==> src/rtl/regfile_pkg.sv <==
// Shared definitions for the register-file write-back path: FSM encoding and payload layout.
package regfile_pkg;

  localparam int unsigned REG_ADDR_W = 5;
  localparam int unsigned XLEN       = 32;

  typedef enum logic [1:0] {
    IDLE       = 2'd0,
    ISSUE      = 2'd1,
    WAIT_FLUSH = 2'd2,
    ACK        = 2'd3
  } wb_state_e;

  typedef struct packed {
    logic [REG_ADDR_W-1:0] rd;
    logic [XLEN-1:0]       data;
  } wb_req_t;

endpackage

==> src/rtl/rr_arbiter.sv <==
// Combinational round-robin picker: first set request at or after ptr, wrapping.
module rr_arbiter
  import regfile_pkg::*;
#(
  parameter int unsigned N_REQ = 3,
  parameter int unsigned IDX_W = $clog2(N_REQ)
) (
  input  logic [N_REQ-1:0] req,
  input  logic [IDX_W-1:0] ptr,
  output logic [N_REQ-1:0] grant,
  output logic [IDX_W-1:0] idx,
  output logic             valid
);

  int unsigned         k;
  logic [IDX_W-1:0]    k_idx;

  always_comb begin
    grant = '0;
    idx   = '0;
    valid = 1'b0;
    k     = 0;
    k_idx = '0;
    for (int unsigned i = 0; i < N_REQ; i++) begin
      k = 32'(ptr) + i;
      if (k >= N_REQ) k = k - N_REQ;
      k_idx = IDX_W'(k);
      if (!valid && req[k_idx]) begin
        grant[k_idx] = 1'b1;
        idx          = k_idx;
        valid        = 1'b1;
      end
    end
  end

endmodule

==> src/rtl/regfile_wb_arbiter.sv <==
// Write-back arbiter for the single register-file write port: round-robin grant,
// data_ready pulse, wait for flush (or time out), then one-cycle ack to the winner.
module regfile_wb_arbiter
  import regfile_pkg::*;
#(
  parameter int unsigned N_REQ   = 3,
  parameter int unsigned TIMEOUT = 15,
  parameter int unsigned CNT_W   = 16
) (
  input  logic                         clk,
  input  logic                         rst,
  input  logic [N_REQ-1:0]             i_req,
  input  logic [N_REQ*REG_ADDR_W-1:0]  i_req_rd,
  input  logic [N_REQ*XLEN-1:0]        i_req_data,
  output logic [N_REQ-1:0]             o_ack,
  output logic [REG_ADDR_W-1:0]        o_rf_rd,
  output logic [XLEN-1:0]              o_rf_wdata,
  output logic                         o_rf_data_ready,
  input  logic                         i_rf_flush,
  output logic                         o_busy,
  output logic                         o_pending_valid,
  output logic [REG_ADDR_W-1:0]        o_pending_rd,
  output logic                         o_timeout_err,
  output logic [CNT_W-1:0]             o_write_count
);

  localparam int unsigned IDX_W = $clog2(N_REQ);
  localparam int unsigned TMR_W = $clog2(TIMEOUT) + 1;

  wb_state_e              state, state_next;
  logic [N_REQ-1:0]       grant, hold_grant;
  logic [IDX_W-1:0]       grant_idx, hold_idx, ptr;
  logic                   grant_valid;
  wb_req_t                grant_req;
  logic [REG_ADDR_W-1:0]  hold_rd;
  logic [TMR_W-1:0]       timer;

  logic                   flush_hit_c, timeout_c, load_port_c;
  logic                   data_ready_c, busy_c, pending_valid_c;
  logic [REG_ADDR_W-1:0]  sel_rd_c, pending_rd_c;
  logic [N_REQ-1:0]       ack_c;

  rr_arbiter #(.N_REQ(N_REQ), .IDX_W(IDX_W)) u_rr (
    .req   (i_req),
    .ptr   (ptr),
    .grant (grant),
    .idx   (grant_idx),
    .valid (grant_valid)
  );

  assign grant_req.rd   = i_req_rd[32'(grant_idx)*REG_ADDR_W +: REG_ADDR_W];
  assign grant_req.data = i_req_data[32'(grant_idx)*XLEN +: XLEN];

  assign flush_hit_c = (state == WAIT_FLUSH) && i_rf_flush;
  assign timeout_c   = (state == WAIT_FLUSH) && !i_rf_flush && (timer == TMR_W'(TIMEOUT - 1));

  always_ff @(posedge clk or negedge rst) begin
    if (!rst) state <= IDLE;
    else      state <= state_next;
  end

  // x0 writes skip the port entirely and go straight to ACK.
  always_comb begin
    state_next = state;
    case (state)
      IDLE:       if (grant_valid) state_next = (grant_req.rd == '0) ? ACK : ISSUE;
      ISSUE:      state_next = WAIT_FLUSH;
      WAIT_FLUSH: if (flush_hit_c || timeout_c) state_next = ACK;
      ACK:        state_next = IDLE;
      default:    state_next = IDLE;
    endcase
  end

  // Next values of the registered outputs, keyed off the state being entered.
  always_comb begin
    sel_rd_c        = (state == IDLE) ? grant_req.rd : hold_rd;
    ack_c           = '0;
    data_ready_c    = (state_next == ISSUE);
    busy_c          = (state_next != IDLE);
    pending_valid_c = busy_c && (sel_rd_c != '0);
    pending_rd_c    = pending_valid_c ? sel_rd_c : '0;
    load_port_c     = (state == IDLE) && grant_valid && (grant_req.rd != '0);
    if (state_next == ACK) ack_c = (state == IDLE) ? grant : hold_grant;
  end

  always_ff @(posedge clk or negedge rst) begin
    if (!rst) begin
      hold_grant <= '0;
      hold_idx   <= '0;
      hold_rd    <= '0;
      ptr        <= '0;
      timer      <= '0;
    end else begin
      if (state == IDLE && grant_valid) begin
        hold_grant <= grant;
        hold_idx   <= grant_idx;
        hold_rd    <= grant_req.rd;
      end
      if (state == ACK)
        ptr <= (hold_idx == IDX_W'(N_REQ - 1)) ? '0 : hold_idx + IDX_W'(1);
      timer <= (state == WAIT_FLUSH) ? timer + TMR_W'(1) : '0;
    end
  end

  always_ff @(posedge clk or negedge rst) begin
    if (!rst) begin
      o_ack           <= '0;
      o_rf_rd         <= '0;
      o_rf_wdata      <= '0;
      o_rf_data_ready <= 1'b0;
      o_busy          <= 1'b0;
      o_pending_valid <= 1'b0;
      o_pending_rd    <= '0;
      o_timeout_err   <= 1'b0;
      o_write_count   <= '0;
    end else begin
      o_ack           <= ack_c;
      o_rf_data_ready <= data_ready_c;
      o_busy          <= busy_c;
      o_pending_valid <= pending_valid_c;
      o_pending_rd    <= pending_rd_c;
      o_timeout_err   <= o_timeout_err | timeout_c;
      if (flush_hit_c) o_write_count <= o_write_count + CNT_W'(1);
      if (load_port_c) begin
        o_rf_rd    <= grant_req.rd;
        o_rf_wdata <= grant_req.data;
      end
    end
  end

endmodule

==> config.mk <==
export PLATFORM = sky130hd
export DESIGN_NAME = regfile_wb_arbiter
export DESIGN_NICKNAME = d
export VERILOG_FILES = /design/src/rtl/regfile_pkg.sv /design/src/rtl/rr_arbiter.sv /design/src/rtl/regfile_wb_arbiter.sv
export SDC_FILE = /design/constraint.sdc
export NUM_CORES = 1
export LEC_CHECK = 0
export CORE_MARGIN = 5
export CORE_UTILIZATION = 44
export DETAILED_ROUTE_END_ITERATION = 10
export HOLD_SLACK_MARGIN = 0.08
export PLACE_DENSITY = 0.87
export REMOVE_ABC_BUFFERS = 1
export SKIP_LAST_GASP = 1
export SYNTH_ARGS = -nofsm -noshare
export SYNTH_HDL_FRONTEND = slang
export SYNTH_SLANG_ARGS = --single-unit
==> constraint.sdc <==
create_clock -name clk -period 4 [get_ports clk]
set_input_delay 0.6 -clock clk [delete_from_list [all_inputs] [get_ports clk]]
set_output_delay 0.6 -clock clk [all_outputs]
set_load 0.1 [all_outputs]
# Word-level counts from Yosys, hierarchy flattened
# Index checks and enable logic that the tools add are counted.
# op_classes
add_sub_neg	8
mul	1
n_lt_le_gt_ge	9
eq_ne	7
n_shift	2
mux	34
n_bitwise	3
reduce_logical	20
# op_table
cell	n
variable part select 96 x 8 -> 32 bit	1
2-to-1 mux 2 bit	10
adder 16 x 1 -> 16 bit, second input constant	1
2-to-1 mux 3 bit	5
2-to-1 mux 5 bit	3
variable part select 15 x 6 -> 5 bit	1
logical AND 1 bit	11
nonzero test 5 bit	2
< comparator 2 x 3 -> 1 bit, second input constant	3
2-to-1 mux 1 bit	9
equality test 2 bit, second input constant	4
one-hot mux 2 bit (4 select lines)	1
binary-select mux 1 bit (select 2 bit)	3
demux 1 bit (select 2 bit)	3
greater-or-equal comparator 2 x 1 -> 1 bit, second input constant	3
greater-or-equal comparator 3 x 2 -> 1 bit, second input constant	2
OR 3 bit	2
subtractor 2 bit, second input constant	3
adder 5 x 1 -> 5 bit, second input constant	1
equality test 5 x 4 -> 1 bit, second input constant	1
zero test 5 bit	1
multiplier 2 x 3 -> 5 bit, second input constant	1
equality test 2 x 1 -> 1 bit, second input constant	2
adder 2 x 1 -> 3 bit, second input constant	1
8 further kinds	10
# totals
ff_bits	84
inputBits	117
out_inout_bits	65
elab_cells	99

# Logic depth before layout (Yosys ltp)
# logic_depth
ltp_word	20
depth_mapped	15
mapped_depth_nobuf	10

# Cells and area by module
# Synthesis repeated with hierarchy kept, for this count alone.
# hier_totals
cells_unflattened	412
area_unflattened_um2	4499.3
# modules_own_cells
mod	n_inst	cells_each	area_each_um2	seq_area_each_um2
regfile_wb_arbiter	1	371	4217.8	2102.0
rr_arbiter	1	41	281.5	0.0

# Worst setup path before layout
# No wires, ideal clock.
# synth_path
kind	register to register
start	reg ptr[0]
end	reg o_rf_wdata[10]
setup_time_ps	126
arrival_time_ps	3028
required_ps	3874
slack_ps	846
path_stages_with_launch	15
path_buffers	4
period_less_slack_ps	3154
path_cell_list	dfrtp_1 > inv_1 > ha_1 > buf_6 > mux2_4 > mux2_4 > a31o_4 > nand2_4 > buf_8 > a21oi_1 > a2111o_1 > o21a_1 > buf_6 > buf_6 > mux2_4
# synth_via
elab_chain_cells	15
elab_cells_between_ends	33
cone_classes	5 x add/sub; 1 x mul; 3 x order compare; 2 x shift; 15 x mux; 7 x reduce/logical
# synth_lines
element	line_no	rtl
start, declared	regfile_wb_arbiter.sv:32	logic [IDX_W-1:0] grant_idx, hold_idx, ptr;
start signal, assigned	regfile_wb_arbiter.sv:100	ptr <= (hold_idx == IDX_W'(N_REQ - 1)) ? '0 : hold_idx + IDX_W'(1);
branches (longest 15 deep; another with multiplier 2 x 3 -> 5 bit)	n/a	
end signal, assigned	regfile_wb_arbiter.sv:126	o_rf_wdata <= grant_req.data;
end, declared	regfile_wb_arbiter.sv:17	output logic [XLEN-1:0] o_rf_wdata,
# Several ways; the timed one is not identified. The select of a mux whose other input is x is not followed.
# A chain may end at the register's enable or synchronous reset.

# Worst setup path after layout
# layout_path
start	reg ptr[1]
end	reg o_rf_wdata[1]
# The elaborated chain is that of the path after synthesis.

==> results.sh <==
export IMPL_synthFlopType="dfrtp_1"
export IMPL_critPathMaxFanout=37
export IMPL_clkLatencyLatePin_ns=0.35
export IMPL_fin_tns_setup_ns=0
export IMPL_setup_viol=0
export IMPL_gr_usage_all_layers_pct=19.38
export IMPL_clock_path_buffers=2
export IMPL_drc=0
export IMPL_whs_ns=0.4150
export IMPL_numCtsBuffers=9
export IMPL_antenna_found_initial=0
export IMPL_crit_path_max_incr_delay_ns=0.51
export IMPL_end_kind="flip-flop"
export IMPL_coreArea_sq_mm=0.01028
export IMPL_ys_ff_latch=84
export IMPL_grt_pass1_vias=4205
export IMPL_timing_rr_end="o_rf_wdata[1]$_DFFE_PN0P_"
export IMPL_drtAntennaViolNets=0
export IMPL_synthDistinctLibCells=53
export IMPL_ys_top_cells_by_area="dfrtp_1 45%, mux2i_1 9.3%, mux2_4 8.8%"
export IMPL_place_ws_ns=0.3031
export IMPL_async_flop_share_pct=100.0
export IMPL_clk_pin_slew_ns=0.10
export IMPL_synth_mux_area_fraction_pct=20.23
export IMPL_tightestPinTransition_ns=1.026
export IMPL_hpwl_um=9396
export IMPL_hold_buffers=0
export IMPL_worstPathCellList="inv_1, ha_1, mux2i_1, mux2i_1, nor3b_1, a211oi_1, a31oi_1, a2111o_1, o21a_2, buf_12, mux2_2"
export IMPL_synthMostInstantiatedCell="dfrtp_1"
export IMPL_worstSetupPathType="flip-flop to flip-flop"
export IMPL_synth_avg_cell_area_sq_um=10.48
export IMPL_hold_path_class="input pin to asynchronous set/reset pin"
export IMPL_maxSlewViolCount=0
export IMPL_cp_required_ns=4.23
export IMPL_cp_arrival_ns=3.79
export IMPL_nNetsFinal=746
export IMPL_synth_top_area_share_pct=45.38
export IMPL_synth_commonest_cells="84 x dfrtp_1, 62 x nand2_1, 43 x mux2i_1"
export IMPL_path_depth=11
export IMPL_routabilityCongestion=0.8473
export IMPL_wl_um=12050
export IMPL_reg2reg_depth=11
export IMPL_first_pass_iters=5
export IMPL_synth_area_sq_mm=0.004632
export IMPL_status="finished, final reports clean"
export IMPL_synthCells=442
export IMPL_cts_resized=0
export IMPL_critical_path_n_buffers_inverters=2
export IMPL_dieArea_sq_mm=0.01268
export IMPL_layout_drive_gt1_share_pct=9.791
export IMPL_worstReg2RegStart="ptr[1]$_DFFE_PN0N_"
export IMPL_initial_core_util_pct=45.07
export IMPL_routedWlPerCell_um=15.88
export IMPL_drtIter0Drc=171
export IMPL_die_width_um=112.6
export IMPL_ys_seq_area_share_pct=45.38
export IMPL_yosysTopAreaCell="dfrtp_1"
export IMPL_grt_max_degree=85
export IMPL_cap_viol_max_count=0
export IMPL_synth_edf_count=0
export IMPL_synthXorXnorAreaFrac_pct=3.404
export IMPL_synth_top_family_by_area="multiplexers"
export IMPL_viasPerCell=5.124
export IMPL_setup_slack_ns=0.4445
export IMPL_vias=3889
export IMPL_maxSlewHeadroom_pct=31.37
export IMPL_die_h_um=112.6
export IMPL_yosys_warnings=0
export IMPL_yosys_area_share_simple_pct=13.13
export IMPL_period_share_pct=88.89
export IMPL_cts_tree="built"
export IMPL_skew_ns=0.01339
export IMPL_startpoint_type="flip-flop"
export IMPL_fmax_mhz=281.3
export IMPL_ctsHtreeMaxLevel=3
export IMPL_antenna_cells=0
export IMPL_crit_family="multiplexers"
export IMPL_period_minus_slack_ns=3.555
export IMPL_port_buffer_count=181
export IMPL_synth_adder_area_share_pct=2.971
export IMPL_path_common_cell="mux2i_1"
export IMPL_grt_pass1_wl_um=19980
export IMPL_fp_row_count=37
export IMPL_rsz0062_at_grt="false"
export IMPL_ios=182
export IMPL_reg2reg_slack_ns=0.44
export IMPL_clock_sinks=84
export IMPL_slowest_stage="nor3b_1"
export IMPL_synth_compound_area_share_pct=10.86
export IMPL_syn_to_final_growth_pct=45.33
export IMPL_hold_viol_final=0
export IMPL_root_buffer="clkbuf_8"
export IMPL_cts_setup_buffers=0
export IMPL_grt_overflow=0
[layout make-up]
| cell class | count | area, sq um |
|---|---|---|
| Clock buffer | 10 | 137.6 |
| Clock inverter | 6 | 53.80 |
| Fill cell | 832 | 3546 |
| Inverter | 15 | 56.30 |
| Multi-Input combinational cell | 322 | 2352 |
| Sequential cell | 84 | 2102 |
| Tap cell | 136 | 170.2 |
| Timing Repair Buffer | 186 | 1859 |
[worst max path at each step]
| stage | from | endpoint | slack, ns |
|---|---|---|---|
| after CTS | ptr[1]$_DFFE_PN0N_ | o_rf_wdata[1]$_DFFE_PN0P_ | 0.47 |
| after detailed placement | i_req[0] | o_rf_wdata[1]$_DFFE_PN0P_ | 0.30 |
| after global routing | ptr[1]$_DFFE_PN0N_ | o_rf_wdata[1]$_DFFE_PN0P_ | 0.19 |
| after floorplan | ptr[1]$_DFFE_PN0N_ | o_rf_wdata[0]$_DFFE_PN0P_ | -1.01 |
| after global placement | i_req[0] | o_rf_wdata[3]$_DFFE_PN0P_ | 0.42 |
| final | ptr[1]$_DFFE_PN0N_ | o_rf_wdata[1]$_DFFE_PN0P_ | 0.44 |
[cells by family (layout without fill, tap and decap cells)]
family                     count (synthesis)  count (layout)
and+or+nand+nor                          131             131
DFF                                       84              84
AOI/OAI and AO/OA                         83              83
muxes                                     79              79
buffers and inverters                     36             217
xor gates and xnor gates                  18              18
adders and majority gates                 11              11
[per-stage QoR]
step                      cell area, sq um  std cells  util, %
final                                 6731        759    65.50
after global routing                  6731        759    65.50
after CTS                             6731        759    65.50
after detailed placement              6540        743    63.64
after global placement                6540        743    63.64
after floorplan                       4502        421        -
[cell usage in the layout, fill, tap and decap left out, types with 4 or more instances in the layout]
cell             count
a21o_1               4
a21oi_1             10
and2_1               4
buf_4                5
clkbuf_8            10
clkdlybuf4s50_1    180
dfrtp_1             84
ha_1                11
inv_1               15
mux2_2               6
mux2_4              27
mux2i_1             43
nand2_1             62
nand2b_1             4
nand3_1             12
nor2_1              22
nor2b_1              4
o21ai_0             42
o21ai_1              5
xnor2_1             13
xor2_1               5
[sequential cells by signal, summed over array words and instances (netlist names)]
register and count:
hold_grant 3, hold_idx 2, hold_rd 5, o_ack 3
o_busy 1, o_pending_rd 5, o_pending_valid 1, o_rf_data_ready 1
o_rf_rd 5, o_rf_wdata 32, o_timeout_err 1, o_write_count 16
ptr 2, state 2, timer 5
[worst reg2reg max path: cells and delay by family (launching register included)]
family,cells,cell delay [ns]
muxes,3,1.00
adders and majority gates,1,0.37
DFF,1,0.41
buffers and inverters,2,0.33
AOI/OAI and AO/OA,4,0.82
and+or+nand+nor,1,0.51
[per-layer routing]
layer  GRT usage, %  share of wire, %
met5              0                 0
met4          6.090               2.2
met2          34.44                52
met3          5.984               7.6
met1          22.18                38
Power is left out: the tool's default activity adds up to more than one toggle a clock period on the data nets, which glitch-free logic cannot reach.
